**src/rtl/player_square_if.sv**
```systemverilog
// Bundles the per-pixel scan inputs, the key/collision controls and the
// sprite outputs of the player square into a single port.
interface player_square_if;
    logic [10:0] pixelX;
    logic [10:0] pixelY;
    logic        startOfFrame;
    logic        leftKey;
    logic        rightKey;
    logic        collision;
    logic [10:0] offsetX;
    logic [10:0] offsetY;
    logic        InsideRectangle;
    logic [10:0] topLeftX;
    logic        frozen;

    // Driver side: video timing, keyboard and collision logic
    modport master (
        output pixelX, pixelY, startOfFrame, leftKey, rightKey, collision,
        input  offsetX, offsetY, InsideRectangle, topLeftX, frozen
    );

    // Sprite side: the player square itself
    modport slave (
        input  pixelX, pixelY, startOfFrame, leftKey, rightKey, collision,
        output offsetX, offsetY, InsideRectangle, topLeftX, frozen
    );
endinterface

```
**src/rtl/player_square.sv**
```systemverilog
// Player sprite: moves left/right once per frame under key control, clamps
// at the screen edges, freezes for a number of frames after a collision and
// reports whether the current scan pixel falls inside the sprite box.
module player_square #(
    parameter int OBJECT_WIDTH_X  = 32,
    parameter int OBJECT_HEIGHT_Y = 20,
    parameter int INITIAL_X       = 304,
    parameter int Y_POS           = 400,
    parameter int SPEED           = 4,
    parameter int RIGHT_LIMIT     = 639,
    parameter int FREEZE_FRAMES   = 60
) (
    input  logic           clk,
    input  logic           resetN,
    player_square_if.slave bus
);

    // Wide enough to hold FREEZE_FRAMES, never zero bits
    localparam int CNT_W = $clog2(FREEZE_FRAMES + 2);

    // All position arithmetic is done in 12 bits so nothing wraps
    localparam logic [11:0] SPEED_12 = 12'(SPEED);
    localparam logic [11:0] MAX_X_12 = 12'(RIGHT_LIMIT - OBJECT_WIDTH_X + 1);
    localparam logic [11:0] WIDTH_M1 = 12'(OBJECT_WIDTH_X - 1);
    localparam logic [11:0] Y_LO_12  = 12'(Y_POS);
    localparam logic [11:0] Y_HI_12  = 12'(Y_POS + OBJECT_HEIGHT_Y - 1);

    typedef enum logic [1:0] {
        IDLE   = 2'd0,
        WALK_L = 2'd1,
        WALK_R = 2'd2,
        FROZEN = 2'd3
    } state_t;

    state_t           state_reg, state_next;
    logic [10:0]      pos_x_reg, pos_x_next;
    logic [CNT_W-1:0] freeze_cnt_reg, freeze_cnt_next;
    logic             hit_latch_reg, hit_latch_next;

    logic             inside_reg;
    logic [10:0]      offset_x_reg;
    logic [10:0]      offset_y_reg;

    logic [11:0] pos_12;
    logic [11:0] left_12;
    logic [11:0] right_12;
    logic [10:0] left_pos;
    logic [10:0] right_pos;

    logic [11:0] px_12;
    logic [11:0] py_12;
    logic [11:0] x_end_12;
    logic        in_rect;

    // Candidate positions for one step left/right, already clamped
    always_comb begin
        pos_12   = {1'b0, pos_x_reg};
        right_12 = pos_12 + SPEED_12;
        left_12  = (pos_12 < SPEED_12) ? 12'd0 : (pos_12 - SPEED_12);
        if (right_12 > MAX_X_12) begin
            right_12 = MAX_X_12;
        end
        left_pos  = left_12[10:0];
        right_pos = right_12[10:0];
    end

    // Next-state logic: everything except collision capture waits for startOfFrame
    always_comb begin
        state_next      = state_reg;
        pos_x_next      = pos_x_reg;
        freeze_cnt_next = freeze_cnt_reg;
        hit_latch_next  = hit_latch_reg;

        if (state_reg == FROZEN) begin
            // Collisions are ignored here; just count the freeze down
            if (bus.startOfFrame) begin
                if (freeze_cnt_reg <= CNT_W'(1)) begin
                    state_next      = IDLE;
                    freeze_cnt_next = '0;
                end else begin
                    freeze_cnt_next = freeze_cnt_reg - CNT_W'(1);
                end
            end
        end else if (bus.startOfFrame) begin
            if (hit_latch_reg || bus.collision) begin
                // A pending or simultaneous hit wins over any movement
                state_next      = FROZEN;
                freeze_cnt_next = CNT_W'(FREEZE_FRAMES);
                hit_latch_next  = 1'b0;
            end else if (bus.leftKey && !bus.rightKey) begin
                state_next = WALK_L;
                pos_x_next = left_pos;
            end else if (bus.rightKey && !bus.leftKey) begin
                state_next = WALK_R;
                pos_x_next = right_pos;
            end else begin
                state_next = IDLE;
            end
        end else if (bus.collision) begin
            hit_latch_next = 1'b1;
        end
    end

    // FSM, position, freeze counter and hit latch registers
    always_ff @(posedge clk or negedge resetN) begin
        if (!resetN) begin
            state_reg      <= IDLE;
            pos_x_reg      <= 11'(INITIAL_X);
            freeze_cnt_reg <= '0;
            hit_latch_reg  <= 1'b0;
        end else begin
            state_reg      <= state_next;
            pos_x_reg      <= pos_x_next;
            freeze_cnt_reg <= freeze_cnt_next;
            hit_latch_reg  <= hit_latch_next;
        end
    end

    // Box test against the position held before this cycle's update
    always_comb begin
        px_12    = {1'b0, bus.pixelX};
        py_12    = {1'b0, bus.pixelY};
        x_end_12 = pos_12 + WIDTH_M1;
        in_rect  = (px_12 >= pos_12) && (px_12 <= x_end_12) &&
                   (py_12 >= Y_LO_12) && (py_12 <= Y_HI_12);
    end

    // Registered inside flag and bitmap offsets (zero when outside)
    always_ff @(posedge clk or negedge resetN) begin
        if (!resetN) begin
            inside_reg   <= 1'b0;
            offset_x_reg <= '0;
            offset_y_reg <= '0;
        end else begin
            inside_reg <= in_rect;
            if (in_rect) begin
                offset_x_reg <= bus.pixelX - pos_x_reg;
                offset_y_reg <= bus.pixelY - 11'(Y_POS);
            end else begin
                offset_x_reg <= '0;
                offset_y_reg <= '0;
            end
        end
    end

    assign bus.topLeftX        = pos_x_reg;
    assign bus.frozen          = (state_reg == FROZEN);
    assign bus.InsideRectangle = inside_reg;
    assign bus.offsetX         = offset_x_reg;
    assign bus.offsetY         = offset_y_reg;

endmodule

```
**src/flat_wrapper.sv**
```systemverilog
// flat-port wrapper written by rule: the top's interface ports become plain ports
module player_square_flat 
#(
    parameter int OBJECT_WIDTH_X  = 32,
    parameter int OBJECT_HEIGHT_Y = 20,
    parameter int INITIAL_X       = 304,
    parameter int Y_POS           = 400,
    parameter int SPEED           = 4,
    parameter int RIGHT_LIMIT     = 639,
    parameter int FREEZE_FRAMES   = 60
)
  (clk, resetN, bus_pixelX, bus_pixelY, bus_startOfFrame, bus_leftKey, bus_rightKey, bus_collision, bus_offsetX, bus_offsetY, bus_InsideRectangle, bus_topLeftX, bus_frozen);
  player_square_if bus_i ();
  input  logic clk;
  input  logic resetN;
  input wire logic [$bits(bus_i.pixelX)-1:0] bus_pixelX;
  input wire logic [$bits(bus_i.pixelY)-1:0] bus_pixelY;
  input wire logic [$bits(bus_i.startOfFrame)-1:0] bus_startOfFrame;
  input wire logic [$bits(bus_i.leftKey)-1:0] bus_leftKey;
  input wire logic [$bits(bus_i.rightKey)-1:0] bus_rightKey;
  input wire logic [$bits(bus_i.collision)-1:0] bus_collision;
  output wire logic [$bits(bus_i.offsetX)-1:0] bus_offsetX;
  output wire logic [$bits(bus_i.offsetY)-1:0] bus_offsetY;
  output wire logic [$bits(bus_i.InsideRectangle)-1:0] bus_InsideRectangle;
  output wire logic [$bits(bus_i.topLeftX)-1:0] bus_topLeftX;
  output wire logic [$bits(bus_i.frozen)-1:0] bus_frozen;
  assign bus_i.pixelX = bus_pixelX;
  assign bus_i.pixelY = bus_pixelY;
  assign bus_i.startOfFrame = bus_startOfFrame;
  assign bus_i.leftKey = bus_leftKey;
  assign bus_i.rightKey = bus_rightKey;
  assign bus_i.collision = bus_collision;
  assign bus_offsetX = bus_i.offsetX;
  assign bus_offsetY = bus_i.offsetY;
  assign bus_InsideRectangle = bus_i.InsideRectangle;
  assign bus_topLeftX = bus_i.topLeftX;
  assign bus_frozen = bus_i.frozen;
  player_square #(.OBJECT_WIDTH_X(OBJECT_WIDTH_X), .OBJECT_HEIGHT_Y(OBJECT_HEIGHT_Y), .INITIAL_X(INITIAL_X), .Y_POS(Y_POS), .SPEED(SPEED), .RIGHT_LIMIT(RIGHT_LIMIT), .FREEZE_FRAMES(FREEZE_FRAMES)) u_core (.clk(clk), .resetN(resetN), .bus(bus_i));
endmodule
```
**config.mk**
```make
export PLATFORM = sky130hd
export DESIGN_NAME = player_square_flat
export DESIGN_NICKNAME = d
export VERILOG_FILES = /design/src/rtl/player_square_if.sv /design/src/rtl/player_square.sv /design/src/flat_wrapper.sv
export SDC_FILE = /design/constraint.sdc
export NUM_CORES = 1
export LEC_CHECK = 0
export BUFFER_PORTS_ARGS = -buffer_cell sky130_fd_sc_hd__buf_2
export CAP_MARGIN = 25
export CORE_ASPECT_RATIO = 1.5
export CORE_MARGIN = 2
export CORE_UTILIZATION = 56
export CTS_CLUSTER_DIAMETER = 150
export CTS_CLUSTER_SIZE = 25
export DETAILED_ROUTE_END_ITERATION = 16
export GPL_ROUTABILITY_DRIVEN = 0
export PLACE_DENSITY_LB_ADDON = 0.1
export SYNTH_ARGS = -nofsm -noshare
export SYNTH_HDL_FRONTEND = slang
export SYNTH_SLANG_ARGS = --single-unit
```
**constraint.sdc**
```tcl
create_clock -name clk -period 4.07 [get_ports clk]
set_clock_uncertainty 0.15 [all_clocks]
set_input_delay 0.2035 -clock clk [delete_from_list [all_inputs] [get_ports clk]]
set_output_delay 0.2035 -clock clk [all_outputs]
set_load 0.05 [all_outputs]
```
==> flow_summary_export.csv <==
group,metric,value,unit
critical_path,crit_type,"flip-flop to flip-flop",
floorplanning,dieHeight,98.7,um
grt,antenna_found_initial,0,
floorplanning,start_util,57.8,%
power,peakVddDrop,0.000221,V
timing,hold_ws,0.948,ps
critical_path,path_max_fanout,23,
synthesis,synth-compound-area-share,23.1,%
grt,grt_pass1_vias,2886,
synthesis,synth_xor_area_share,4.71,%
timing,timing.setup.tns,0,ps
synthesis,synth_top_area_share,28.4,%
synthesis,yosys-top-cells-area,"dfrtp_1 28%, ha_1 12%, a21oi_1 4.2%",
flow_run,max_cap_viol_count,0,
routing,routedWlPerCell,16.2,um
synthesis,synth_area_leader_cell,"dfrtp_1",
clocking,cts-root-buf,"clkbuf_8",
clocking,cts.reportedPaths.clkPinSlew,90,ps
synthesis,synth.area.mux_share,0.299,%
clocking,h-tree-depth,2,
placement,dp_hpwl,6340,um
cells_and_area,final_core_util,65.4,%
placement,dp_cells,507,
critical_path,cp-end-kind,"flip-flop",
synthesis,synthCells,394,
routing,routed_wl,8380,um
placement,portBuffers,60,
synthesis,synth_edf_count,0,
routing,drcViolationCount,0,
synthesis,yosys_warnings,0,
timing,slew_headroom,48.1,%
cells_and_area,diodes,0,
critical_path,crit_required,4120,ps
timing,final_max_slew_viol_count,0,
routing,antenna_left,0,
synthesis,synth_top_family_by_area,"compound AO/OA/AOI/OAI gates",
grt,grt_max_degree,42,
clocking,cts-buffers-inserted,5,
synthesis,async_flop_share,100,%
critical_path,critPathArrivalTime,3440,ps
routing,vias_per_cell,6.08,
floorplanning,die_w,67.1,um
synthesis,seq_area_frac_synth,30.8,%
clocking,clkSinkCount,41,
timing,period_needed,3400,ps
clocking,clk_path_buf_depth,2,
power,finalPower,1.33,mW
power,leakage,1.72,nW
clocking,cts_tree,"done",
floorplanning,row_count,34,
synthesis,yosys.area_share.simple,22.6,%
timing,rsz0062_at_grt,"false",
power,power_density,352,nW/um^2
critical_path,startpoint_type,"flip-flop",
synthesis,synth_cell_types,62,
cells_and_area,drive_above_1_share,18.2,%
timing,max_freq,0.294,GHz
grt,grt_pass1_wl,13300,um
synthesis,syn-mean-instance-area,8.49,um^2
timing,fin_crit_sh,83.5,%
clocking,insertion_delay,310,ps
timing,finalHoldViolations,0,
timing,tightest_slew,778,ps
synthesis,synth_ff_type,"dfrtp_1",
clocking,post-cts-setup-buffers,0,
floorplanning,core,5790,um^2
cells_and_area,final_cells,517,
synthesis,synthAdderAreaFrac,11.6,%
hold_path,min_path_type,"input port to flip-flop",
cells_and_area,final_cell_mix,"60 x buf_2, 38 x dfrtp_1, 31 x ha_1",
status,status,"finished, final reports clean",
grt,track_usage,25.8,%
cells_and_area,nets,503,
routing,vias,3145,
cells_and_area,final_common_cell,"buf_2",
routing,drtIter0Drc,160,
grt,grt_overflow,0,
synthesis,synthesis.area,3350,um^2
synthesis,ys_ff_latch,41,
floorplanning,num_io_pins,63,
routing,drt-pass1-iter-count,5,
cells_and_area,synthToLayoutAreaGrowth,13.2,%
floorplanning,die-area,6620,um^2
timing,setup_viol,0,
==> cell usage after synthesis, types with 3 or more instances <==
cell and instances:
nand2_1 30, dfstp_2 3, o22a_1 4, inv_1 27, nand3_1 6, nor2_1 23
nand2b_1 5, nor3b_1 7, a21oi_1 28, o21a_1 3, a2111o_1 3, a21o_1 7
o22ai_1 5, o21ai_1 4, clkbuf_1 5, a31oi_1 15, a211oi_1 4, nand4_1 4
buf_6 3, dfrtp_1 38, nor2b_1 5, ha_1 31, or3_1 5, buf_4 4
buf_2 7, and3_1 4, xnor2_1 15, xor2_1 3, nor3_1 28, o31ai_1 4
nor4_1 10, o211ai_1 3, o21ai_0 13
==> metrics by stage <==
stage	setup slack, ps	area, um^2
floorplan	844	3350
global placement	836	3620
detailed placement	687	3620
CTS	652	3770
global route	356	3790
finish	673	3790
==> final cells by class <==
cell class              count  area (um^2)
flip-flops and latches     41         1030
multi-input cells         307         2100
fillers                   546         2000
well taps                  72         90.1
clock buffers               5         68.8
inverters                  27          101
clock inverters             3         68.8
repair buffers             62          330
==> worst max-delay path: stages (launching register included) <==
cell      delay, ps
dfrtp_1         580
inv_1           160
ha_1            250
nand2b_1        160
nand2_1          90
xnor2_1         140
ha_1            270
nand4_1         120
o32ai_1         290
a31oi_1          80
a211o_1         590
nor4b_1         380
==> per-layer routing <==
layer | global-route usage, % | vias up | share of wire, %
met5 | 0 | - | 0
li1 | - | 1552 | -
met4 | 10.0 | 0 | 3.0
met2 | 46.1 | 104 | 52
met3 | 3.20 | 19 | 4.8
met1 | 30.4 | 1470 | 40
==> path summary, 6_finish.rpt <==
| kind | from | to | slack (ps) | cells after the start |
|---|---|---|---|---|
| max reg2reg | u_core.bus.topLeftX[2] | u_core.bus.offsetX[8] | 670 | 11 |
| max in group asynchronous | resetN | u_core.bus.topLeftX[4] | 3240 | 3 |
| min in group asynchronous | resetN | u_core.bus.offsetX[7] | 70 | 2 |
| min reg2reg | u_core.freeze_cnt_reg[5] | u_core.freeze_cnt_reg[5] | 390 | 1 |
| max | u_core.bus.topLeftX[2] | u_core.bus.offsetX[8] | 670 | 11 |
| min | bus_pixelY[4] | u_core.bus.offsetY[4] | 0.9 | 2 |
==> power by group <==
group | internal, mW | switching [mW] | total, mW | leakage (nW)
logic | 0.170 | 0.255 | 0.425 | 1.14
registers | 0.439 | 0.0599 | 0.498 | 0.517
clock network | 0.247 | 0.164 | 0.411 | 0.0687
==> kinds of logic after synthesis <==
kind of cell	after synthesis
AO/OA/AOI/OAI	112
XOR/XNOR	18
adder cells (fa/ha/maj)	31
buffers and inverters	48
flip-flops	41
multiplexers	1
other	2
AND/OR/NAND/NOR	141
==> repair_timing <==
action | CTS | global route
endpoints found under the hold margin | 38 | 0
hold buffers | 1 | 0
endpoints found under the setup margin | 0 | 0
resized for setup | 0 | 0
Power figures use the tool's default switching activity.
